<file path="src/rtl/morse_player.sv">
// morse_player -- keys out a short Morse message held in a packed symbol buffer.
//
// Ports:
//   clk          system clock, rising edge
//   Top_reset    asynchronous active-high reset
//   play_start   start request, only honoured when idle
//   play_abort   stops playback at once; no done pulse
//   seq_in[39:0] symbol buffer, char i at [5i+4:5i], symbol j at bit 5i+j (1 = dash)
//   num_in[23:0] symbol count per char at [3i+2:3i], counts above 5 clamp to 5
//   char_cnt_in  number of chars to play (0..7)
//   key_out      keyed line, 1 = tone on
//   busy         playback in progress
//   done         one-cycle pulse on normal completion
//   cur_char     index of the char being timed, 0 when idle
//
// State table
//   IDLE     | waiting for play_start
//   SYM_ON   | key on for one dot or dash
//   SYM_GAP  | one-unit silence between symbols of a char
//   CHAR_GAP | three-unit silence before the next char (cur_char already advanced)
//   FINISH   | done pulse cycle, then back to IDLE

module morse_player #(
  parameter int UNIT_CYCLES = 10
) (
  input  logic        clk,
  input  logic        Top_reset,
  input  logic        play_start,
  input  logic        play_abort,
  input  logic [39:0] seq_in,
  input  logic [23:0] num_in,
  input  logic [2:0]  char_cnt_in,
  output logic        key_out,
  output logic        busy,
  output logic        done,
  output logic [2:0]  cur_char
);

  localparam int TW = $clog2(3 * UNIT_CYCLES + 1);
  // Timer holds "cycles remaining minus one", so a load of N-1 yields exactly N cycles.
  localparam logic [TW-1:0] DOT_LD  = TW'(UNIT_CYCLES - 1);
  localparam logic [TW-1:0] DASH_LD = TW'(3 * UNIT_CYCLES - 1);

  typedef enum logic [2:0] {
    IDLE     = 3'd0,
    SYM_ON   = 3'd1,
    SYM_GAP  = 3'd2,
    CHAR_GAP = 3'd3,
    FINISH   = 3'd4
  } state_t;

  state_t        state;
  logic [TW-1:0] timer;
  logic [39:0]   seq_r;
  logic [23:0]   num_r;
  logic [2:0]    cnt_r;
  logic [2:0]    char_idx;
  logic [2:0]    sym_idx;

  logic [3:0]    first_pick;  // {found, index} searched over the live inputs
  logic [3:0]    next_pick;   // {found, index} searched over the snapshot after char_idx

  function automatic logic [2:0] eff_cnt(input logic [23:0] nums, input logic [2:0] idx);
    logic [2:0] n;
    n = nums[3*int'(idx) +: 3];
    return (n > 3'd5) ? 3'd5 : n;
  endfunction

  // Lowest index >= from that is below cnt and has a nonzero symbol count.
  function automatic logic [3:0] find_char(input logic [23:0] nums, input logic [2:0] cnt,
                                           input logic [3:0] from);
    logic [3:0] r;
    r = 4'd0;
    for (int i = 7; i >= 0; i--) begin
      if (i >= int'(from) && i < int'(cnt) && eff_cnt(nums, 3'(i)) != 3'd0)
        r = {1'b1, 3'(i)};
    end
    return r;
  endfunction

  function automatic logic [TW-1:0] sym_len(input logic [39:0] seq, input logic [2:0] c,
                                            input logic [2:0] s);
    return seq[5*int'(c) + int'(s)] ? DASH_LD : DOT_LD;
  endfunction

  always_comb begin
    first_pick = find_char(num_in, char_cnt_in, 4'd0);
    next_pick  = find_char(num_r, cnt_r, {1'b0, char_idx} + 4'd1);
  end

  always_ff @(posedge clk or posedge Top_reset) begin
    if (Top_reset) begin
      state    <= IDLE;
      timer    <= '0;
      seq_r    <= '0;
      num_r    <= '0;
      cnt_r    <= '0;
      char_idx <= '0;
      sym_idx  <= '0;
      key_out  <= 1'b0;
      busy     <= 1'b0;
      done     <= 1'b0;
      cur_char <= '0;
    end else if (play_abort && (busy || state == IDLE)) begin
      // Abort wins over a same-cycle start and silently drops any playback.
      state    <= IDLE;
      timer    <= '0;
      char_idx <= '0;
      sym_idx  <= '0;
      key_out  <= 1'b0;
      busy     <= 1'b0;
      done     <= 1'b0;
      cur_char <= '0;
    end else begin
      case (state)
        IDLE: begin
          done <= 1'b0;
          if (play_start) begin
            seq_r <= seq_in;
            num_r <= num_in;
            cnt_r <= char_cnt_in;
            if (first_pick[3]) begin
              state    <= SYM_ON;
              char_idx <= first_pick[2:0];
              cur_char <= first_pick[2:0];
              sym_idx  <= '0;
              timer    <= sym_len(seq_in, first_pick[2:0], 3'd0);
              key_out  <= 1'b1;
              busy     <= 1'b1;
            end else begin
              state <= FINISH;
              done  <= 1'b1;
            end
          end
        end

        SYM_ON: begin
          if (timer != '0) begin
            timer <= timer - 1'b1;
          end else if (({1'b0, sym_idx} + 4'd1) < {1'b0, eff_cnt(num_r, char_idx)}) begin
            state   <= SYM_GAP;
            sym_idx <= sym_idx + 3'd1;
            timer   <= DOT_LD;
            key_out <= 1'b0;
          end else if (next_pick[3]) begin
            state    <= CHAR_GAP;
            char_idx <= next_pick[2:0];
            cur_char <= next_pick[2:0];
            sym_idx  <= '0;
            timer    <= DASH_LD;
            key_out  <= 1'b0;
          end else begin
            state    <= FINISH;
            char_idx <= '0;
            cur_char <= '0;
            sym_idx  <= '0;
            timer    <= '0;
            key_out  <= 1'b0;
            busy     <= 1'b0;
            done     <= 1'b1;
          end
        end

        SYM_GAP, CHAR_GAP: begin
          if (timer != '0) begin
            timer <= timer - 1'b1;
          end else begin
            state   <= SYM_ON;
            timer   <= sym_len(seq_r, char_idx, sym_idx);
            key_out <= 1'b1;
          end
        end

        FINISH: begin
          state <= IDLE;
          done  <= 1'b0;
        end

        default: begin
          state    <= IDLE;
          key_out  <= 1'b0;
          busy     <= 1'b0;
          done     <= 1'b0;
          cur_char <= '0;
        end
      endcase
    end
  end

endmodule
</file>
<file path="config.mk">
export PLATFORM = sky130hd
export DESIGN_NAME = morse_player
export DESIGN_NICKNAME = d
export VERILOG_FILES = /design/src/rtl/morse_player.sv
export SDC_FILE = /design/constraint.sdc
export NUM_CORES = 1
export LEC_CHECK = 0
export ABC_AREA = 1
export BUFFER_PORTS_ARGS = -buffer_cell sky130_fd_sc_hd__buf_2
export CORE_MARGIN = 4
export CORE_UTILIZATION = 55
export DETAILED_ROUTE_END_ITERATION = 10
export PLACE_DENSITY_LB_ADDON = 0.1
export REMOVE_ABC_BUFFERS = 1
export SETUP_SLACK_MARGIN = 0.05
export SYNTH_ARGS = -nofsm -noshare
export SYNTH_HDL_FRONTEND = slang
export SYNTH_SLANG_ARGS = --single-unit
</file>
<file path="constraint.sdc">
create_clock -name clk -period 6.3 [get_ports clk]
set_input_delay 1.89 -clock clk [delete_from_list [all_inputs] [get_ports clk]]
set_output_delay 1.89 -clock clk [all_outputs]
set_load 0.05 [all_outputs]
</file>
# Word-level counts from Yosys, hierarchy flattened
# Cells that the tools add are included.
[word_totals] register_bits=87 out_inout_bits=6 word_cells=211
[op_classes] addsub=5 multipliers=3 magnitude_cmp=39 n_eq_ne=13 shifts=1 muxes=86 bitwise_logic=1 n_reduce_logical=52
[op_table] operator="two-way mux 3 bit" n=34
[op_table] operator="two-way mux 4 bit" n=14
[op_table] operator="> comparator 3 bit (second input constant)" n=15
[op_table] operator="two-way mux 5 bit" n=9
[op_table] operator="nonzero test 3 bit" n=15
[op_table] operator="variable part select 24 x 6 -> 3 bit" n=1
[op_table] operator="logical AND 1 bit" n=22
[op_table] operator="two-way mux 1 bit" n=19
[op_table] operator="< comparator 3 bit (first input constant)" n=6
[op_table] operator="one-hot mux 3 bit (3 select lines)" n=2
[op_table] operator="one-hot mux 5 bit (3 select lines)" n=1
[op_table] operator="AND reduction 5 bit" n=3
[op_table] operator="binary-select mux 1 bit (select 6 bit)" n=2
[op_table] operator="greater-or-equal comparator 3 x 4 -> 1 bit (first input constant)" n=3
[op_table] operator="< comparator 1 x 3 -> 1 bit (first input constant)" n=4
[op_table] operator="< comparator 2 x 3 -> 1 bit (first input constant)" n=4
[op_table] operator="multiplier 3 x 3 -> 6 bit (first input constant)" n=2
[op_table] operator="inequality test 3 bit (second input constant)" n=4
[op_table] operator="one-hot mux 3 bit (2 select lines)" n=2
[op_table] operator="AND reduction 3 bit" n=3
[op_table] operator="adder 3 x 1 -> 4 bit (second input constant)" n=2
[op_table] operator="greater-or-equal comparator 1 x 4 -> 1 bit (first input constant)" n=2
[op_table] operator="greater-or-equal comparator 2 x 4 -> 1 bit (first input constant)" n=2
[op_table] operator="AND reduction 4 bit" n=2
[op_table] operator="23 further kinds" n=27

# Depth between registers and ports, before layout
# Gate-level depths: netlist (run 1).
[logic_depth] ltp_word=20 ltp_mapped=20

# Least setup slack after synthesis (run 1)
# OpenSTA, ideal clock, no wires.
[synth_path] path_kind="input port to flip-flop" from="input num_in[10]" to="register timer[2]" setup_time_ps=65 t_arrival_ps=3779 required_time_ps=6235 setup_slack_ps=2456 path_stages=17 path_buffers=0 path_cell_list="or2_1 -> o21ai_1 -> nand2_1 -> nand2_1 -> nand2_4 -> nand2_4 -> inv_1 -> ha_1 -> ha_1 -> ha_1 -> nor3_1 -> nand3_1 -> nand2_1 -> inv_1 -> nand2_1 -> nand2_1 -> nand2_1"
[synth_via] elab_chain_len=17
[synth_lines] item="from (decl)" line="31" text="input logic [23:0] num_in,"
[synth_lines] item="> comparator 3 bit" line="66" text="return (n > 3'd5) ? 3'd5 : n;"
[synth_lines] item="two-way mux 3 bit (*)" line="66"
[synth_lines] item="nonzero test 3 bit (*)" line="75" text="if (i >= int'(from) && i < int'(cnt) && eff_cnt(nums, 3'(i)) != 3'd0)"
[synth_lines] item="logical AND 1 bit (*)" line="75"
[synth_lines] item="two-way mux 4 bit (*) (4 in a row)" line="75"
[synth_lines] item="multiplier 3 x 3 -> 6 bit" line="83" text="return seq[5*int'(c) + int'(s)] ? DASH_LD : DOT_LD;"
[synth_lines] item="binary-select mux 1 bit (select 6 bit)" line="83"
[synth_lines] item="two-way mux 1 bit (not written as such) (2 in a row)" line="83"
[synth_lines] item="two-way mux 5 bit" line="83"
[synth_lines] item="two-way mux 5 bit" line="122" text="if (first_pick[3]) begin"
[synth_lines] item="two-way mux 5 bit" line="118" text="if (play_start) begin"
[synth_lines] item="one-hot mux 5 bit (3 select lines)" line="115" text="case (state)"
[synth_lines] item="two-way mux 5 bit" line="104" text="end else if (play_abort && (busy || state == IDLE)) begin"
[synth_lines] item="to (signal assigned)" line="127" text="timer <= sym_len(seq_in, first_pick[2:0], 3'd0);"
[synth_lines] item="to (signal assigned)" line="139" text="timer <= timer - 1'b1;"
[synth_lines] item="to (signal assigned)" line="166" text="timer <= timer - 1'b1;"
[synth_lines] item="to (decl)" line="53" text="logic [TW-1:0] timer;"
# Every way passes the cells marked *; elsewhere a longest branch is shown, timed or not. The select of a mux whose other input is x is not followed.
# A chain may end at the register's enable or synchronous reset.

# Worst setup path after layout (run 1)
[layout_path] from="input num_in[0]" to="register timer[2]"
[layout_via] elab_chain_len=14
[layout_lines] item="> comparator 3 bit" line="66"
[layout_lines] item="two-way mux 3 bit (*)" line="66"
[layout_lines] item="nonzero test 3 bit (*)" line="75"
[layout_lines] item="logical AND 1 bit (*)" line="75"
[layout_lines] item="two-way mux 4 bit (*)" line="75"
[layout_lines] item="multiplier 3 x 3 -> 6 bit" line="83"
[layout_lines] item="binary-select mux 1 bit (select 6 bit)" line="83"
[layout_lines] item="two-way mux 1 bit (not written as such) (2 in a row)" line="83"
[layout_lines] item="two-way mux 5 bit" line="83"
[layout_lines] item="two-way mux 5 bit" line="122"
[layout_lines] item="two-way mux 5 bit" line="118"
[layout_lines] item="one-hot mux 5 bit (3 select lines)" line="115"
[layout_lines] item="two-way mux 5 bit" line="104"
# Marks and branches as above.

==> results of run 1 <==
==> through the flow <==
stage | setup WS [ps] | total power, mW | util | area [um^2] | instances
after floorplan | 1762 | 2.144 | - | 5386 | 675
after global placement | 1877 | 2.501 | 0.6092 | 5954 | 886
after detailed placement | 1661 | 2.549 | 0.6092 | 5954 | 886
after CTS | 2035 | 2.951 | 0.6293 | 6151 | 902
after global routing | 1830 | 3.246 | 0.6293 | 6151 | 902
final | 2050 | 2.954 | 0.6293 | 6151 | 902
==> cell families after synthesis <==
group	Yosys count	synth area share
buf+inv	102	0.07908
xor+xnor	6	0.01088
mux	42	0.08566
flops	87	0.3943
compound gates	115	0.1221
fa+ha+maj	21	0.04895
simple gates	325	0.2590
==> tightest hold or removal path: cells and delay by family (launching register included) <==
family	cells	cell delay [ps]
compound gates	1	60
flops	1	350
simple gates	1	50
==> how the worst min path moves through the flow <==
stage,to,cells past startpoint,startpoint
floorplan,seq_r[32],1,seq_r[32]
global placement,cur_char[2],2,cur_char[2]
detailed placement,done,2,done
CTS,done,2,done
global route,cur_char[1],2,cur_char[1]
finish,cur_char[0],2,cur_char[0]
==> synthesized netlist by cell type (2+ instances only) <==
| library cell | count |
|---|---|
| xor2_1 | 3 |
| o31ai_1 | 3 |
| nor2_2 | 4 |
| mux2_2 | 42 |
| nand3b_1 | 2 |
| o21ai_1 | 7 |
| o221ai_1 | 2 |
| o21a_1 | 3 |
| buf_6 | 4 |
| o22ai_1 | 2 |
| buf_2 | 11 |
| or2_1 | 2 |
| nand2_2 | 2 |
| xnor2_1 | 2 |
| nand3_1 | 83 |
| nand2_1 | 171 |
| ha_1 | 20 |
| dfrtp_1 | 87 |
| nand4_1 | 3 |
| nor3_1 | 15 |
| a21oi_1 | 25 |
| clkbuf_1 | 6 |
| o211ai_1 | 10 |
| inv_2 | 7 |
| inv_1 | 70 |
| nor2_1 | 36 |
| nand2_4 | 3 |
| o21ai_0 | 54 |
==> final cells by class <==
class | instances | area (um^2)
Inverter | 79 | 302.8
Timing Repair Buffer | 78 | 395.4
Tap cell | 133 | 166.4
Clock buffer | 9 | 123.9
Multi-Input combinational cell | 509 | 2913
Clock inverter | 7 | 72.57
Sequential cell | 87 | 2177
Fill cell | 892 | 3623
==> power by group through the flow <==
stage               logic (mW)  registers, mW  clock network (mW)
global placement          1.49           1.01                   0
detailed placement        1.52           1.03                   0
finish                    1.54           1.02               0.399
floorplan                 1.14           1.00                   0
CTS                       1.53           1.02               0.406
global route              1.76           1.06               0.431
==> sequential cells by signal, summed over array words and instances (netlist names) <==
| signal | count |
|---|---|
| busy | 1 |
| char_idx | 3 |
| cnt_r | 3 |
| cur_char | 3 |
| done | 1 |
| key_out | 1 |
| num_r | 24 |
| seq_r | 40 |
| state | 3 |
| sym_idx | 3 |
| timer | 5 |
==> metal layers <==
layer,global-route usage,up-vias
li1,-,2466
met1,0.3289,2326
met2,0.4347,152
met3,0.04537,37
met4,0.1046,0
met5,0,-
==> impl_metrics.yaml, run 1 <==
clock_network:
  cts.repair.resized: 0
  clk_latency_ps: 380
  cts_tree: "done"
  htree_levels: 3
  ctsHoldBuffers: 0
  numCtsBuffers: 9
  cts.path.max_buffers: 2
  cts.sinks: 87
  cts_setup_buffers: 0
  cts_root_buf: "clkbuf_8"
  clkSlewWorstSetupHoldPaths_ps: 80
route:
  routed.top_layer: "met4"
  drc: 0
  drt_iter0_drc: 227
  route.met2.wl_um: 6793
  drt_wl_total_um: 13970
  wl_met3_um: 789
  via_per_inst: 5.522
  dr_total_vias: 4981
  wl_met1_um: 5931
  wl_per_cell_um: 15.48
  ant_nets: 0
  firstDrtPassIters: 7
timing:
  period_needed_ps: 4250
  timing_hold_violations_final: 0
  tns_ps: 0
  timing.final.crit_share: 0.6746
  holdWs_ps: 492.3
  skew_ps: 8.499
  maxSlewHeadroom: 0.3858
  maxSlewViolCount: 0
  setup_viol: 0
  max_freq_mhz: 235.3
  worst_slew_pin_slew_ps: 921.2
  rsz0062_at_grt: "false"
synthesis:
  yosysUniqueCellTypes: 47
  synth_top_area_share: 0.3943
  ys.flop_type: "dfrtp_1"
  netlist_area_mm2: 0.005522
  synth.area.top_cells: "dfrtp_1 (39%), nand2_1 (12%), mux2_2 (8.6%)"
  synth-edff-count: 0
  yosysTopAreaCell: "dfrtp_1"
  ys_seq_area_frac: 0.3943
  synthArstFlopShare: 1.000
  synth_warnings: 0
  postSynthCellCount: 698
  ys_seq_elements: 87
  synth.avg_cell_area_um2: 7.911
power:
  p_leak_nw: 3.021
  switching_share: 0.4624
  p_comb_frac: 0.520
  pwr-share-seq: 0.345
  pwr-share-clk: 0.135
  internal-power_mw: 1.588
  p_sw_mw: 1.366
  ir_worst_vdd_mv: 0.2271
  p_per_area_mw_per_mm2: 480.2
run_status:
  status: "finished clean"
placement:
  hpwl_um: 10760
  numPortBuffers: 76
  routabilityCongestion: 0.9258
worst_setup_path:
  crit_arrival_ps: 4570
  critical_path.endpoint_type: "flop"
  ff2ff_setup_slack_ps: 2440
  critPathTopFamily: "simple AND/OR/NAND/NOR gates"
  critPathBufInv: 2
  worstSetupPathDepth: 14
  r2r_cells: 17
  reg2reg_to: "timer[2]"
  cp_max_fo: 18
  slowest_stage: "o31ai_4"
  path_cells: "buf_2 -> o31ai_4 -> nand2_2 -> nor3_1 -> ha_1 -> ha_1 -> ha_1 -> nor3_1 -> nand3_1 -> nand2_1 -> inv_1 -> nand2_1 -> nand2_1 -> nand2_1"
  startpoint_type: "input pin"
  crit_end: "timer[2]"
  crit_path_max_incr_delay_ps: 690
  path_common_cell: "nand2_1"
  crit_start: "num_in[0]"
  setup.worst_path.class: "input pin to flop"
  r2r_start: "char_idx[0]"
  critical_path_required_ps: 6620
min_path:
  hold_path.class: "flop to flop"
floorplan:
  core_area_mm2: 0.009774
  num_rows: 36
  initial_core_util: 0.5649
  die_w_um: 108.2
  io_pins: 77
  die-area_mm2: 0.01171
  dieHeight_um: 108.2
cells_and_area:
  layout_commonest_cell: "nand2_1"
  layout_common_cells: "nand2_1 (171), dfrtp_1 (87), nand3_1 (83)"
  drive_gt1_frac: 0.2107
  n_antenna_cell: 0
  syn_to_final_growth_pct: 11.40
  nets: 856
flow_run:
  maxCapViolations: 0
grt:
  grt_pass1_vias: 5079
  grt_usage: 0.2578
  antenna_found_initial: 0
  grt_pass1_wl_um: 23920
  grt_max_degree: 60
  overflow: 0
Power figures use the tool's default switching activity.
==> inputs of run 2 (changes only) <==
- clock period: 6.3 -> 4.03 ns (I/O delays scaled with it)
==> run 2 against run 1 <==
Against the previous run: cell count up 0.55%; non-clock buffer count up 5; global-route usage about the same; largest cell class unchanged; worst hold slack worse by 2.5 ps; flip-flop and latch count unchanged; combinational power up 59%; critical path type is now flop to flop; wire length up 0.68%; via count about the same.
==> impl_metrics.yaml, run 2 (synthesized netlist as in run 1, its figures left out) <==
floorplan:
  die_w_um: 108.2
  io_pins: 77
  core_area_mm2: 0.009774
  dieHeight_um: 108.2
  num_rows: 36
  initial_core_util: 0.5649
  die-area_mm2: 0.01171
worst_setup_path:
  critPathBufInv: 2
  critPathTopFamily: "adder cells"
  cp_max_fo: 8
  crit_path_max_incr_delay_ps: 770
  critical_path_required_ps: 4310
  startpoint_type: "flop"
  path_common_cell: "nand2_1"
  slowest_stage: "fa_1"
  path_cells: "ha_1 -> ha_1 -> inv_1 -> fa_1 -> inv_1 -> nand3_1 -> nand2_1 -> o21ai_0 -> nand2_1 -> nand3_1 -> nand3_1 -> a21boi_1 -> nand2_1 -> nand2_1 -> a21oi_1 -> nand2_1 -> nand2_1"
  crit_arrival_ps: 3710
  setup.worst_path.class: "flop to flop"
  critical_path.endpoint_type: "flop"
placement:
  hpwl_um: 10460
  numPortBuffers: 76
  post-place-ws_ps: 268.9
  routabilityCongestion: 0.9918
  dpl.cell_count: 891
run_status:
  status: "finished clean"
cells_and_area:
  stdcell_count: 907
  regMostFlops: "seq_r"
  drive_gt1_frac: 0.2158
  nets: 861
  n_antenna_cell: 0
  layout_commonest_cell: "nand2_1"
  largestRegisters: "seq_r: 40 flops, num_r: 24 flops, timer: 5 flops"
  layout_common_cells: "nand2_1 (171), dfrtp_1 (87), nand3_1 (83)"
  largest_reg_flops: 40
  syn_to_final_growth_pct: 12.62
clock_network:
  ctsHoldBuffers: 0
  cts.path.max_buffers: 2
  clk_latency_ps: 390
  cts_setup_buffers: 0
  cts_tree: "done"
  cts_root_buf: "clkbuf_8"
  cts.repair.resized: 0
  htree_levels: 3
  cts.sinks: 87
  numCtsBuffers: 9
  clkSlewWorstSetupHoldPaths_ps: 90
power:
  p_leak_nw: 3.056
  power_mw: 4.676
  p_per_area_mw_per_mm2: 752.0
  ir_worst_vdd_mv: 0.5030
route:
  via_per_inst: 5.495
  drt_wl_total_um: 14060
  drt_iter0_drc: 220
  drc: 0
  ant_nets: 0
  wl_per_cell_um: 15.50
  dr_total_vias: 4984
  firstDrtPassIters: 5
grt:
  grt_max_degree: 92
  overflow: 0
  grt_pass1_wl_um: 23830
  grt_usage: 0.2576
  grt_pass1_vias: 4955
  antenna_found_initial: 0
timing:
  maxSlewHeadroom: 0.4225
  timing_hold_violations_final: 0
  period_needed_ps: 3428
  maxSlewViolCount: 0
  max_freq_mhz: 291.7
  setup_viol: 0
  skew_ps: 4.771
  timing.final.crit_share: 0.8507
  layout_setup_ws_ps: 601.7
  tns_ps: 0
  rsz0062_at_grt: "false"
  worst_slew_pin_slew_ps: 866.3
flow_run:
  maxCapViolations: 0
min_path:
  hold_path.class: "flop to flop"
==> run 2: cell types whose count changed in the layout (fill, tap and decap cells not counted), sizes merged <==
cell	before	now
clkbuf	9	11
clkinv	6	3
buf	78	83
inv	77	78
==> run 2: per-stage QoR <==
| stage | instance area (um^2) | util | hold WS (ps) |
|---|---|---|---|
| global route | 6218 | 0.6362 | 510.6 |
| global placement | 6005 | 0.6143 | 466.6 |
| CTS | 6218 | 0.6362 | 495.2 |
| finish | 6218 | 0.6362 | 489.8 |
| detailed placement | 6005 | 0.6143 | 470.2 |
| floorplan | 5386 | - | 458.9 |
==> run 2: power breakdown <==
| part | internal (mW) | leakage, nW | switching (mW) |
|---|---|---|---|
| clock | 0.324 | 0.103 | 0.338 |
| combinational | 0.924 | 1.89 | 1.52 |
| sequential | 1.29 | 1.06 | 0.280 |
==> run 2: final cells by class <==
class                      instances  area [um^2]
multi-input combinational        509         2913
timing repair buffer              83        445.4
clock inverter                     5        62.56
tap                              133        166.4
inverter                          79        302.8
clock buffer                      11        151.4
sequential                        87         2177
fill                             878         3556
==> run 2: metal layers <==
metal | vias up | wire, um | part of all wire | track usage
met3 | 22 | 897 | 0.064 | 0.06269
met1 | 2332 | 5917 | 0.42 | 0.3278
met4 | 0 | 237 | 0.017 | 0.06763
met2 | 170 | 7009 | 0.50 | 0.4405
met5 | - | 0 | 0 | 0
li1 | 2460 | - | - | -
==> run 2: final timing paths <==
path / startpoint / endpoint / slack [ps] / depth (start not counted)
hold / removal: cur_char[2] / cur_char[2] / 490 / 2
hold reg to reg: cur_char[2] / cur_char[2] / 490 / 2
setup reg to reg: char_idx[2] / timer[4] / 600 / 17
setup / recovery: char_idx[2] / timer[4] / 600 / 17
min in group asynchronous: Top_reset / seq_r[23] / 720 / 2
max in group asynchronous: Top_reset / num_r[15] / 2550 / 3
==> run 2: tightest hold or removal path, cell delays in order (launching register included) <==
cell	delay, ps
dfrtp_1	350
nand2_1	50
o21ai_0	60
==> inputs of run 3 (changes only) <==
- clock period: 4.03 -> 3.6 ns (I/O delays scaled with it)
==> run 3 against run 2 <==
Against the previous run: sequential power increased by 10%; setup slack got worse by 230 ps; combinational power increased by 14%; critical path depth decreased by 3.
==> impl_metrics.yaml, run 3 (synthesized netlist as in run 1, its figures left out) <==
worst_setup_path:
  slowest_stage: "o31ai_4"
  crit_arrival_ps: 3560
  path_common_cell: "nand2_1"
  path_cells: "buf_2 -> o31ai_4 -> nand2_2 -> nor3_1 -> ha_1 -> ha_1 -> ha_1 -> nor3_1 -> nand3_1 -> nand2_1 -> inv_1 -> nand2_1 -> nand2_1 -> nand2_1"
  cp_max_fo: 18
  crit_path_max_incr_delay_ps: 750
  critical_path_required_ps: 3940
  critPathTopFamily: "simple AND/OR/NAND/NOR gates"
  startpoint_type: "input pin"
  critPathBufInv: 2
  setup.worst_path.class: "input pin to flop"
  critical_path.endpoint_type: "flop"
power:
  p_leak_nw: 3.071
  p_per_area_mw_per_mm2: 838.5
  switching_share: 0.4578
  internal-power_mw: 2.831
  ir_worst_vdd_mv: 0.4830
  pwr-share-seq: 0.330
  p_comb_frac: 0.534
  p_sw_mw: 2.390
  pwr-share-clk: 0.135
timing:
  timing_hold_violations_final: 0
  rsz0062_at_grt: "false"
  maxSlewViolCount: 0
  worst_slew_pin_slew_ps: 856.7
  maxSlewHeadroom: 0.4288
  max_freq_mhz: 309.7
  setup_viol: 0
  skew_ps: 10.68
  timing.final.crit_share: 0.8970
  period_needed_ps: 3229
route:
  firstDrtPassIters: 7
  drt_wl_total_um: 14020
  drt_iter0_drc: 264
  wl_per_cell_um: 15.44
  via_per_inst: 5.480
  dr_total_vias: 4976
  ant_nets: 0
  drc: 0
grt:
  grt_max_degree: 92
  grt_pass1_vias: 4879
  antenna_found_initial: 0
  grt_pass1_wl_um: 23360
  overflow: 0
  grt_usage: 0.2558
cells_and_area:
  syn_to_final_growth_pct: 12.78
  drive_gt1_frac: 0.2168
  nets: 863
  postLayoutCellArea_mm2: 0.006227
  largest_reg_flops: 40
  regMostFlops: "seq_r"
  utilization: 0.6371
  n_antenna_cell: 0
  layout_commonest_cell: "nand2_1"
  layout_common_cells: "nand2_1 (171), dfrtp_1 (87), nand3_1 (83)"
  largestRegisters: "seq_r: 40 flops, num_r: 24 flops, timer: 5 flops"
clock_network:
  cts.repair.resized: 0
  ctsHoldBuffers: 0
  htree_levels: 3
  cts.sinks: 87
  cts_root_buf: "clkbuf_8"
  numCtsBuffers: 9
  cts_tree: "done"
  cts_setup_buffers: 0
  cts.path.max_buffers: 2
  clkSlewWorstSetupHoldPaths_ps: 90
  clk_latency_ps: 390
floorplan:
  die-area_mm2: 0.01171
  io_pins: 77
  num_rows: 36
  die_w_um: 108.2
  dieHeight_um: 108.2
  core_area_mm2: 0.009774
  initial_core_util: 0.5649
placement:
  placed_area_mm2: 0.006032
  numPortBuffers: 76
  routabilityCongestion: 0.9017
  hpwl_um: 10600
run_status:
  status: "finished clean"
min_path:
  hold_path.class: "flop to flop"
flow_run:
  maxCapViolations: 0
run 3: changes by cell type in the layout (fill, tap and decap cells not counted):
cell / delta
clkbuf_8: -1
buf_12: +1
buf_4: +1
clkinvlp_4: -2
inv_6: -1
clkinv_2: +2
clkinv_4: +1
run 3: power groups by stage:
| stage | registers (mW) | logic, mW | clock network (mW) |
|---|---|---|---|
| 2_1_floorplan | 1.76 | 1.99 | 0 |
| 3_3_place_gp | 1.72 | 2.71 | 0 |
| 3_5_place_dp | 1.74 | 2.77 | 0 |
| 4_1_cts | 1.72 | 2.78 | 0.724 |
| 5_1_grt | 1.78 | 3.17 | 0.758 |
| 6_report | 1.73 | 2.79 | 0.705 |
run 3: routing by layer:
| metal | wire, um | vias up | GRT usage | share of wire |
|---|---|---|---|---|
| met2 | 6741 | 148 | 0.4143 | 0.48 |
| li1 | - | 2474 | - | - |
| met3 | 804 | 25 | 0.06806 | 0.057 |
| met4 | 343 | 0 | 0.08837 | 0.024 |
| met5 | 0 | - | 0 | 0 |
| met1 | 6131 | 2329 | 0.3329 | 0.44 |
run 3: final cells by class:
type	instances	area, um^2
inverters	79	302.8
clock inverters	5	57.56
fillers	896	3547
flip-flops and latches	87	2177
clock buffers	10	137.6
repair buffers	85	473.0
well taps	133	166.4
multi-input cells	509	2913
run 3: through the flow:
stage / setup TNS [ps] / instances / hold WS, ps / setup slack, ps / total power, mW
4_1_cts: 0 / 908 / 489.4 / 388.6 / 5.228
3_3_place_gp: 0 / 893 / 467.7 / 109.1 / 4.431
2_1_floorplan: -5381 / 675 / 458.9 / -128.1 / 3.751
5_1_grt: 0 / 908 / 506.0 / 118.8 / 5.705
6_report: 0 / 908 / 484.6 / 370.7 / 5.221
3_5_place_dp: -38.06 / 893 / 469.2 / -23.82 / 4.506
run 3: final timing paths:
kind,endpoint,slack [ps],start,cells after the start
max,timer[4],370,num_in[0],14
min reg2reg,cur_char[2],480,cur_char[2],2
min,cur_char[2],480,cur_char[2],2
max reg2reg,timer[4],520,char_idx[0],16
max in group asynchronous,num_r[17],2120,Top_reset,3
min in group asynchronous,seq_r[17],790,Top_reset,2
run 3: worst reg2reg max path, cell delays in order, from the launching register on:
cell	delay, ps
dfrtp_1	390
ha_1	290
ha_1	310
inv_1	70
fa_1	450
xnor2_1	500
nand3_1	130
o21ai_0	120
nand2_1	80
nand3_1	90
nand3_1	90
a21boi_1	140
nand2_1	80
nand2_1	60
a21oi_1	60
nand2_1	70
nand2_1	50
